### config.mk
export PLATFORM = sky130hd
export DESIGN_NAME = rv32i_multicycle_ctrl_flat
export DESIGN_NICKNAME = d
export VERILOG_FILES = /design/src/rtl/rv32i_pkg.sv /design/src/rtl/rv32i_multicycle_ctrl_if.sv /design/src/rtl/rv32i_decoder.sv /design/src/rtl/rv32i_multicycle_ctrl.sv /design/src/flat_wrapper.sv
export SDC_FILE = /design/constraint.sdc
export NUM_CORES = 1
export LEC_CHECK = 0
export ABC_AREA = 1
export CAP_MARGIN = 25
export CORE_MARGIN = 2
export CORE_UTILIZATION = 35
export CTS_CLUSTER_SIZE = 30
export DETAILED_ROUTE_END_ITERATION = 10
export SLEW_MARGIN = 30
export SYNTH_ARGS = -nofsm -noshare
export SYNTH_HDL_FRONTEND = slang
export SYNTH_SLANG_ARGS = --single-unit
### constraint.sdc
create_clock -name clk -period 1.68 [get_ports clk]
set_input_delay 0.168 -clock clk [delete_from_list [all_inputs] [get_ports clk]]
set_output_delay 0.168 -clock clk [all_outputs]
set_load 0.01 [all_outputs]
### src/rtl/rv32i_pkg.sv
// Shared encodings for the RV32I multi-cycle control path: state codes, select codes, opcodes.
// Also holds the registered decode bundle and the branch-condition helper.
package rv32i_pkg;

  localparam logic [2:0] IMM_R = 3'd0;
  localparam logic [2:0] IMM_I = 3'd1;
  localparam logic [2:0] IMM_S = 3'd2;
  localparam logic [2:0] IMM_B = 3'd3;
  localparam logic [2:0] IMM_J = 3'd4;
  localparam logic [2:0] IMM_U = 3'd5;

  localparam logic [6:0] OPC_OP     = 7'b0110011;
  localparam logic [6:0] OPC_OP_IMM = 7'b0010011;
  localparam logic [6:0] OPC_LOAD   = 7'b0000011;
  localparam logic [6:0] OPC_STORE  = 7'b0100011;
  localparam logic [6:0] OPC_BRANCH = 7'b1100011;
  localparam logic [6:0] OPC_JAL    = 7'b1101111;
  localparam logic [6:0] OPC_JALR   = 7'b1100111;
  localparam logic [6:0] OPC_LUI    = 7'b0110111;
  localparam logic [6:0] OPC_AUIPC  = 7'b0010111;

  localparam logic [3:0] ALU_ADD   = 4'd0;
  localparam logic [3:0] ALU_SUB   = 4'd1;
  localparam logic [3:0] ALU_SLL   = 4'd2;
  localparam logic [3:0] ALU_SLT   = 4'd3;
  localparam logic [3:0] ALU_SLTU  = 4'd4;
  localparam logic [3:0] ALU_XOR   = 4'd5;
  localparam logic [3:0] ALU_SRL   = 4'd6;
  localparam logic [3:0] ALU_SRA   = 4'd7;
  localparam logic [3:0] ALU_OR    = 4'd8;
  localparam logic [3:0] ALU_AND   = 4'd9;
  localparam logic [3:0] ALU_PASSB = 4'd10;

  localparam logic [1:0] WB_MEM = 2'd0;
  localparam logic [1:0] WB_ALU = 2'd1;
  localparam logic [1:0] WB_PC4 = 2'd2;

  typedef logic [2:0] state_t;
  localparam state_t S_IDLE   = 3'd0;
  localparam state_t S_FETCH  = 3'd1;
  localparam state_t S_DECODE = 3'd2;
  localparam state_t S_EXEC   = 3'd3;
  localparam state_t S_MEM    = 3'd4;
  localparam state_t S_WB     = 3'd5;
  localparam state_t S_TRAP   = 3'd6;

  typedef struct packed {
    logic [2:0] imm_sel;
    logic [3:0] alu_sel;
    logic       a_sel;
    logic       b_sel;
    logic [1:0] wb_sel;
    logic       br_un;
    logic       mem_rw;
    logic       is_branch;
    logic       is_mem;
    logic       is_jump;
  } ctrl_t;

  // funct3 010/011 are not branch conditions and never take.
  function automatic logic br_taken(input logic [2:0] funct3, input logic br_eq,
                                    input logic br_lt);
    case (funct3)
      3'b000:         br_taken = br_eq;
      3'b001:         br_taken = !br_eq;
      3'b100, 3'b110: br_taken = br_lt;
      3'b101, 3'b111: br_taken = !br_lt;
      default:        br_taken = 1'b0;
    endcase
  endfunction

endpackage

### src/rtl/rv32i_multicycle_ctrl_if.sv
// Instruction/data memory handshake bundle between the control FSM and the memories.
interface rv32i_multicycle_ctrl_if;
  logic        imem_req;
  logic        imem_ack;
  logic [31:0] imem_rdata;
  logic        dmem_req;
  logic        dmem_ack;
  logic        MemRW;

  modport master (
    output imem_req, dmem_req, MemRW,
    input  imem_ack, imem_rdata, dmem_ack
  );

  modport slave (
    input  imem_req, dmem_req, MemRW,
    output imem_ack, imem_rdata, dmem_ack
  );
endinterface

### src/rtl/rv32i_decoder.sv
// Combinational IR field decode into datapath selects; registered by the FSM in DECODE.
module rv32i_decoder
  import rv32i_pkg::*;
(
  input  logic [6:0] opcode_i,
  input  logic [2:0] funct3_i,
  input  logic       funct7b5_i,
  output ctrl_t      ctrl_o,
  output logic       legal_o
);

  function automatic logic [3:0] alu_op(input logic [2:0] f3, input logic alt);
    case (f3)
      3'b000:  alu_op = alt ? ALU_SUB : ALU_ADD;
      3'b001:  alu_op = ALU_SLL;
      3'b010:  alu_op = ALU_SLT;
      3'b011:  alu_op = ALU_SLTU;
      3'b100:  alu_op = ALU_XOR;
      3'b101:  alu_op = alt ? ALU_SRA : ALU_SRL;
      3'b110:  alu_op = ALU_OR;
      default: alu_op = ALU_AND;
    endcase
  endfunction

  always_comb begin
    ctrl_o         = '0;
    ctrl_o.alu_sel = ALU_ADD;
    legal_o        = 1'b1;
    case (opcode_i)
      OPC_OP: begin
        ctrl_o.imm_sel = IMM_R;
        ctrl_o.alu_sel = alu_op(funct3_i, funct7b5_i);
        ctrl_o.wb_sel  = WB_ALU;
      end
      OPC_OP_IMM: begin
        // inst[30] only means something for shifts-right here; ADDI has no subtract form.
        ctrl_o.imm_sel = IMM_I;
        ctrl_o.alu_sel = alu_op(funct3_i, funct7b5_i && (funct3_i == 3'b101));
        ctrl_o.b_sel   = 1'b1;
        ctrl_o.wb_sel  = WB_ALU;
      end
      OPC_LOAD: begin
        ctrl_o.imm_sel = IMM_I;
        ctrl_o.b_sel   = 1'b1;
        ctrl_o.wb_sel  = WB_MEM;
        ctrl_o.is_mem  = 1'b1;
      end
      OPC_STORE: begin
        ctrl_o.imm_sel = IMM_S;
        ctrl_o.b_sel   = 1'b1;
        ctrl_o.mem_rw  = 1'b1;
        ctrl_o.is_mem  = 1'b1;
      end
      OPC_BRANCH: begin
        ctrl_o.imm_sel   = IMM_B;
        ctrl_o.a_sel     = 1'b1;
        ctrl_o.b_sel     = 1'b1;
        ctrl_o.br_un     = funct3_i[1];
        ctrl_o.is_branch = 1'b1;
      end
      OPC_JAL: begin
        ctrl_o.imm_sel = IMM_J;
        ctrl_o.a_sel   = 1'b1;
        ctrl_o.b_sel   = 1'b1;
        ctrl_o.wb_sel  = WB_PC4;
        ctrl_o.is_jump = 1'b1;
      end
      OPC_JALR: begin
        ctrl_o.imm_sel = IMM_I;
        ctrl_o.b_sel   = 1'b1;
        ctrl_o.wb_sel  = WB_PC4;
        ctrl_o.is_jump = 1'b1;
      end
      OPC_LUI: begin
        ctrl_o.imm_sel = IMM_U;
        ctrl_o.alu_sel = ALU_PASSB;
        ctrl_o.b_sel   = 1'b1;
        ctrl_o.wb_sel  = WB_ALU;
      end
      OPC_AUIPC: begin
        ctrl_o.imm_sel = IMM_U;
        ctrl_o.a_sel   = 1'b1;
        ctrl_o.b_sel   = 1'b1;
        ctrl_o.wb_sel  = WB_ALU;
      end
      default: legal_o = 1'b0;
    endcase
  end

endmodule

### src/rtl/rv32i_multicycle_ctrl.sv
// Multi-cycle RV32I control FSM: fetch over req/ack, decode into registered selects,
// sequence EXEC/MEM/WB; illegal opcodes and ack timeouts park the core in TRAP.
module rv32i_multicycle_ctrl
  import rv32i_pkg::*;
#(
  parameter int unsigned ACK_TIMEOUT = 255
) (
  input  logic                           clk,
  input  logic                           rst_n,
  rv32i_multicycle_ctrl_if.master        mem,
  output logic [31:0]                    inst,
  output logic [2:0]                     ImmSel,
  input  logic                           BrEq,
  input  logic                           BrLT,
  output logic                           BrUn,
  output logic                           ASel,
  output logic                           BSel,
  output logic [3:0]                     ALUSel,
  output logic [1:0]                     WBSel,
  output logic                           RegWEn,
  output logic                           PCSel,
  output logic                           PCWrite,
  output logic                           illegal,
  output logic                           bus_err
);

  localparam logic [7:0] TMO_LAST = 8'(ACK_TIMEOUT - 1);
  localparam logic [31:0] NOP = 32'h0000_0013;

  state_t      state_q, state_d;
  logic [7:0]  cnt_q, cnt_d;
  logic [31:0] inst_q, inst_d;
  ctrl_t       ctrl_q, ctrl_d;
  logic        illegal_q, illegal_d;
  logic        bus_err_q, bus_err_d;

  ctrl_t       dec_ctrl;
  logic        dec_legal;

  rv32i_decoder u_dec (
    .opcode_i   (inst_q[6:0]),
    .funct3_i   (inst_q[14:12]),
    .funct7b5_i (inst_q[30]),
    .ctrl_o     (dec_ctrl),
    .legal_o    (dec_legal)
  );

  // cnt only advances while a request is outstanding; every other path clears it.
  always_comb begin
    state_d   = state_q;
    cnt_d     = '0;
    inst_d    = inst_q;
    ctrl_d    = ctrl_q;
    illegal_d = illegal_q;
    bus_err_d = bus_err_q;
    case (state_q)
      S_IDLE:   state_d = S_FETCH;
      S_FETCH: begin
        if (mem.imem_ack) begin
          inst_d  = mem.imem_rdata;
          state_d = S_DECODE;
        end else if (cnt_q == TMO_LAST) begin
          bus_err_d = 1'b1;
          state_d   = S_TRAP;
        end else begin
          cnt_d = cnt_q + 8'd1;
        end
      end
      S_DECODE: begin
        ctrl_d = dec_ctrl;
        if (dec_legal) begin
          state_d = S_EXEC;
        end else begin
          illegal_d = 1'b1;
          state_d   = S_TRAP;
        end
      end
      S_EXEC: begin
        if (ctrl_q.is_branch)   state_d = S_FETCH;
        else if (ctrl_q.is_mem) state_d = S_MEM;
        else                    state_d = S_WB;
      end
      S_MEM: begin
        if (mem.dmem_ack) begin
          state_d = ctrl_q.mem_rw ? S_FETCH : S_WB;
        end else if (cnt_q == TMO_LAST) begin
          bus_err_d = 1'b1;
          state_d   = S_TRAP;
        end else begin
          cnt_d = cnt_q + 8'd1;
        end
      end
      S_WB:     state_d = S_FETCH;
      S_TRAP:   state_d = S_TRAP;
      default:  state_d = S_TRAP;
    endcase
  end

  always_ff @(posedge clk or negedge rst_n) begin
    if (!rst_n) begin
      state_q   <= S_IDLE;
      cnt_q     <= '0;
      inst_q    <= NOP;
      ctrl_q    <= '0;
      illegal_q <= 1'b0;
      bus_err_q <= 1'b0;
    end else begin
      state_q   <= state_d;
      cnt_q     <= cnt_d;
      inst_q    <= inst_d;
      ctrl_q    <= ctrl_d;
      illegal_q <= illegal_d;
      bus_err_q <= bus_err_d;
    end
  end

  assign mem.imem_req = (state_q == S_FETCH);
  assign mem.dmem_req = (state_q == S_MEM);
  assign mem.MemRW    = (state_q == S_MEM) && ctrl_q.mem_rw;

  assign inst    = inst_q;
  assign ImmSel  = ctrl_q.imm_sel;
  assign ALUSel  = ctrl_q.alu_sel;
  assign ASel    = ctrl_q.a_sel;
  assign BSel    = ctrl_q.b_sel;
  assign WBSel   = ctrl_q.wb_sel;
  assign BrUn    = ctrl_q.br_un;
  assign RegWEn  = (state_q == S_WB) && (inst_q[11:7] != 5'd0);
  assign illegal = illegal_q;
  assign bus_err = bus_err_q;

  // A store retires in the ack cycle itself, so PCWrite follows dmem_ack there.
  always_comb begin
    PCWrite = 1'b0;
    PCSel   = 1'b0;
    case (state_q)
      S_EXEC: begin
        PCWrite = ctrl_q.is_branch;
        PCSel   = ctrl_q.is_branch && br_taken(inst_q[14:12], BrEq, BrLT);
      end
      S_MEM:  PCWrite = mem.dmem_ack && ctrl_q.mem_rw;
      S_WB: begin
        PCWrite = 1'b1;
        PCSel   = ctrl_q.is_jump;
      end
      default: begin
        PCWrite = 1'b0;
        PCSel   = 1'b0;
      end
    endcase
  end

endmodule

### src/flat_wrapper.sv
// flat-port wrapper written by rule: the top's interface ports become plain ports
module rv32i_multicycle_ctrl_flat import rv32i_pkg::*;
#(
  parameter int unsigned ACK_TIMEOUT = 255
)
  (clk, rst_n, inst, ImmSel, BrEq, BrLT, BrUn, ASel, BSel, ALUSel, WBSel, RegWEn, PCSel, PCWrite, illegal, bus_err, mem_imem_req, mem_dmem_req, mem_MemRW, mem_imem_ack, mem_imem_rdata, mem_dmem_ack);
  rv32i_multicycle_ctrl_if mem_i ();
  input  logic clk;
  input  logic rst_n;
  output logic [31:0] inst;
  output logic [2:0] ImmSel;
  input  logic BrEq;
  input  logic BrLT;
  output logic BrUn;
  output logic ASel;
  output logic BSel;
  output logic [3:0] ALUSel;
  output logic [1:0] WBSel;
  output logic RegWEn;
  output logic PCSel;
  output logic PCWrite;
  output logic illegal;
  output logic bus_err;
  output wire logic [$bits(mem_i.imem_req)-1:0] mem_imem_req;
  output wire logic [$bits(mem_i.dmem_req)-1:0] mem_dmem_req;
  output wire logic [$bits(mem_i.MemRW)-1:0] mem_MemRW;
  input wire logic [$bits(mem_i.imem_ack)-1:0] mem_imem_ack;
  input wire logic [$bits(mem_i.imem_rdata)-1:0] mem_imem_rdata;
  input wire logic [$bits(mem_i.dmem_ack)-1:0] mem_dmem_ack;
  assign mem_imem_req = mem_i.imem_req;
  assign mem_dmem_req = mem_i.dmem_req;
  assign mem_MemRW = mem_i.MemRW;
  assign mem_i.imem_ack = mem_imem_ack;
  assign mem_i.imem_rdata = mem_imem_rdata;
  assign mem_i.dmem_ack = mem_dmem_ack;
  rv32i_multicycle_ctrl #(.ACK_TIMEOUT(ACK_TIMEOUT)) u_core (.clk(clk), .rst_n(rst_n), .mem(mem_i), .inst(inst), .ImmSel(ImmSel), .BrEq(BrEq), .BrLT(BrLT), .BrUn(BrUn), .ASel(ASel), .BSel(BSel), .ALUSel(ALUSel), .WBSel(WBSel), .RegWEn(RegWEn), .PCSel(PCSel), .PCWrite(PCWrite), .illegal(illegal), .bus_err(bus_err));
endmodule
==> impl_metrics.csv <==
group,metric,value,unit
run_status,outcome,"finished, final reports clean",
power,power.internal,0.00247,W
setup_path,r2r-start,"u_core.state_q[2]",
setup_path,worstSetupPathType,"flop to output port",
floorplan,rows,33,
layout,fillers,803,
setup_path,crit_required,1510,ps
timing,relSlewSlack,62.8,%
route,via_per_inst,4.62,
route,via_count,2718,
placement,port_buffers,89,
grt,gr-total-overflow,0,
floorplan,pin_count,90,
cts,clock-sinks,61,
synth,syn_area_per_cell,7.98,sq um
run,drv_cap,0,
power,powerDensity,716,nW/um^2
synth,synth_flop_cell,"dfrtp_1",
setup_path,cp-start-kind,"flop",
floorplan,dieArea,9330,sq um
route,wl_per_cell,12.8,um
worst_hold_path,hold_path.class,"input port to async pin",
power,pwr-share-comb,4.6,%
timing,setup_viol,0,
placement,hpwlAfterDp,5650,um
layout,diodes,0,
cts,clock_latency,340,ps
timing,timing.final.crit_share,97.3,%
timing,hold_viol_final,0,
floorplan,die_x,96.6,um
layout,nets,518,
route,drt_first_iter_violations,158,
layout,layout_commonest_cell,"nand2_1",
grt,grt_first_pass_wirelength,12300,um
route,drtPass1Iterations,4,
setup_path,cp-startpoint,"u_core.inst[4]",
grt,grt_pass1_vias,2547,
timing,finalClockSkew,8.44,ps
synth,syn_nets,416,
cts,cts_max_level,3,
placement,place.gp.congestion,0.833,
route,routed_wl,7530,um
route,drc,0,
placement,place_inst,568,
timing,fmax,0.612,GHz
power,leakagePower,2.08,nW
synth,synth_edf_count,0,
setup_path,crit_buf_inv,1,
setup_path,path_cells,"clkdlybuf4s50_1",
power,total_power,0.00308,W
timing,period_minus_slack,1630,ps
grt,grt_usage,17.6,%
setup_path,path_delay_family,"flip-flops",
floorplan,start_util,36.3,%
setup_path,worst_path_max_delay_cell,"dfstp_2",
floorplan,die_h,96.6,um
synth,async_reset_ff_share,100,%
setup_path,crit_path_max_incr_delay,570,ps
cts,clockBufferDepth,2,
layout,area_delta_synth_final,43.6,%
layout,final_cell_mix,"nand2_1 (112), clkdlybuf4s50_1 (82), dfrtp_1 (58), nor2_1 (54), nand3_1 (41)",
power,peakVddDrop,0.474,mV
setup_path,crit_path_end_kind,"output port",
timing,hold_slack,325,ps
power,pwr-share-seq,47.7,%
layout,fin_cells,588,
setup_path,arrival,1470,ps
cts,cts_tree,"built",
cts,clkSlewWorstSetupHoldPaths,70,ps
power,p_clk_share,47.7,%
timing,worstMarginPinSlew,558,ps
synth,synth_cell_types,30,
timing,rsz0062_at_grt,"true",
synth,ys_warn_count,0,
power,switching_share,19.9,%
synth,netlist_instances,376,
cts,cts-root-buf,"clkbuf_8",
synth,syn_area,3000,sq um
floorplan,core_area,8260,sq um
synth,ys_seq_area_share,51.0,%
grt,grt_max_degree,44,
route,ant_nets,0,
cts,cts-buffers-inserted,9,
timing,final.setup.tns,0,ps
timing,drv_slew,0,
layout,drive_gt1_share,15.1,%
grt,antenna_found_initial,0,
setup_path,cp_max_fo,5,
synth,synth_seq_cells,61,
power,switching_power,0.000615,W
-- logic make-up (layout without fill, tap and decap cells) --
logic type | Yosys count | after routing | synth area share [%]
xor+xnor | 5 | 5 | 1.46
compound gates | 32 | 32 | 7.05
buf+inv | 53 | 160 | 8.76
flops | 61 | 61 | 51.0
simple gates | 223 | 223 | 30.9
fa+ha+maj | 2 | 2 | 0.834
-- synth_stat cells, types with 5 or more instances --
| cell | number | area share [%] |
|---|---|---|
| buf_4 | 11 | 2.8 |
| nand4_1 | 5 | 1.0 |
| nand2_1 | 113 | 14 |
| buf_2 | 6 | 1.0 |
| a21oi_2 | 9 | 2.6 |
| dfrtp_1 | 58 | 48 |
| o21ai_0 | 11 | 1.8 |
| nor2_1 | 56 | 7.0 |
| inv_2 | 6 | 0.75 |
| inv_1 | 25 | 3.1 |
| nand3_1 | 42 | 7.0 |
-- final timing paths --
| path | to | slack [ps] | cells after the start |
|---|---|---|---|
| setup / recovery | inst[4] | 50 | 1 |
| hold reg to reg | u_core.cnt_q[0] | 460 | 1 |
| max in group asynchronous | u_core.inst[6] | 830 | 3 |
| setup reg to reg | u_core.inst[14] | 140 | 9 |
| min in group clk | u_core.inst[1] | 360 | 3 |
| hold / removal | u_core.inst[30] | 330 | 3 |
-- power by group through the flow --
stage	combinational, W	sequential (W)	clock [W]
2_1_floorplan	0.0000128	0.00150	0
3_3_place_gp	0.000143	0.00150	0
3_5_place_dp	0.000144	0.00150	0
4_1_cts	0.000147	0.00147	0.00152
5_1_grt	0.000158	0.00147	0.00158
6_report	0.000143	0.00147	0.00147
-- per-stage QoR --
step / setup WS (ps) / util (%) / cell area, sq um
4_1_cts: 21.3 / 51.9 / 4290
3_5_place_dp: -176 / 48.8 / 4030
5_1_grt: -11.0 / 52.2 / 4310
2_1_floorplan: 388 / - / 3000
6_report: 45.8 / 52.2 / 4310
3_3_place_gp: -192 / 48.8 / 4030
-- metal layers --
| layer | GRT usage, % | part of all wire, % | up-vias |
|---|---|---|---|
| met3 | 6.05 | 6.4 | 7 |
| met1 | 25.3 | 49 | 1254 |
| met4 | 6.22 | 1.0 | 0 |
| met5 | 0 | 0 | - |
| li1 | - | - | 1387 |
| met2 | 24.5 | 44 | 70 |
-- registers in the layout (all words and copies together), names as in the netlist --
| signal | flops |
|---|---|
| u_core.inst | 32 |
| u_core.cnt_q | 8 |
| u_core.ALUSel | 4 |
| u_core.ctrl_q | 4 |
| u_core.ImmSel | 3 |
| u_core.state_q | 3 |
| u_core.WBSel | 2 |
| u_core.ASel | 1 |
| u_core.BSel | 1 |
| u_core.BrUn | 1 |
| u_core.bus_err | 1 |
| u_core.illegal | 1 |
-- cell type report --
class,count,area [sq um],area share [%]
tap,105,131,3.05
multi-input combinational,262,1240,28.8
clock buffer,12,155,3.60
timing repair buffer,113,1060,24.6
inverter,31,121,2.82
clock inverter,4,70.1,1.63
sequential,61,1530,35.5
-- repair_timing --
item | in CTS | in global routing
gates resized for setup | 18 | 8
setup endpoints to repair | 6 | 6
buffers inserted | 3 | 0
pin swaps | 1 | 1
hold buffers | 1 | 0
endpoints found under the hold margin | 58 | 0
Power figures use the tool's default switching activity.
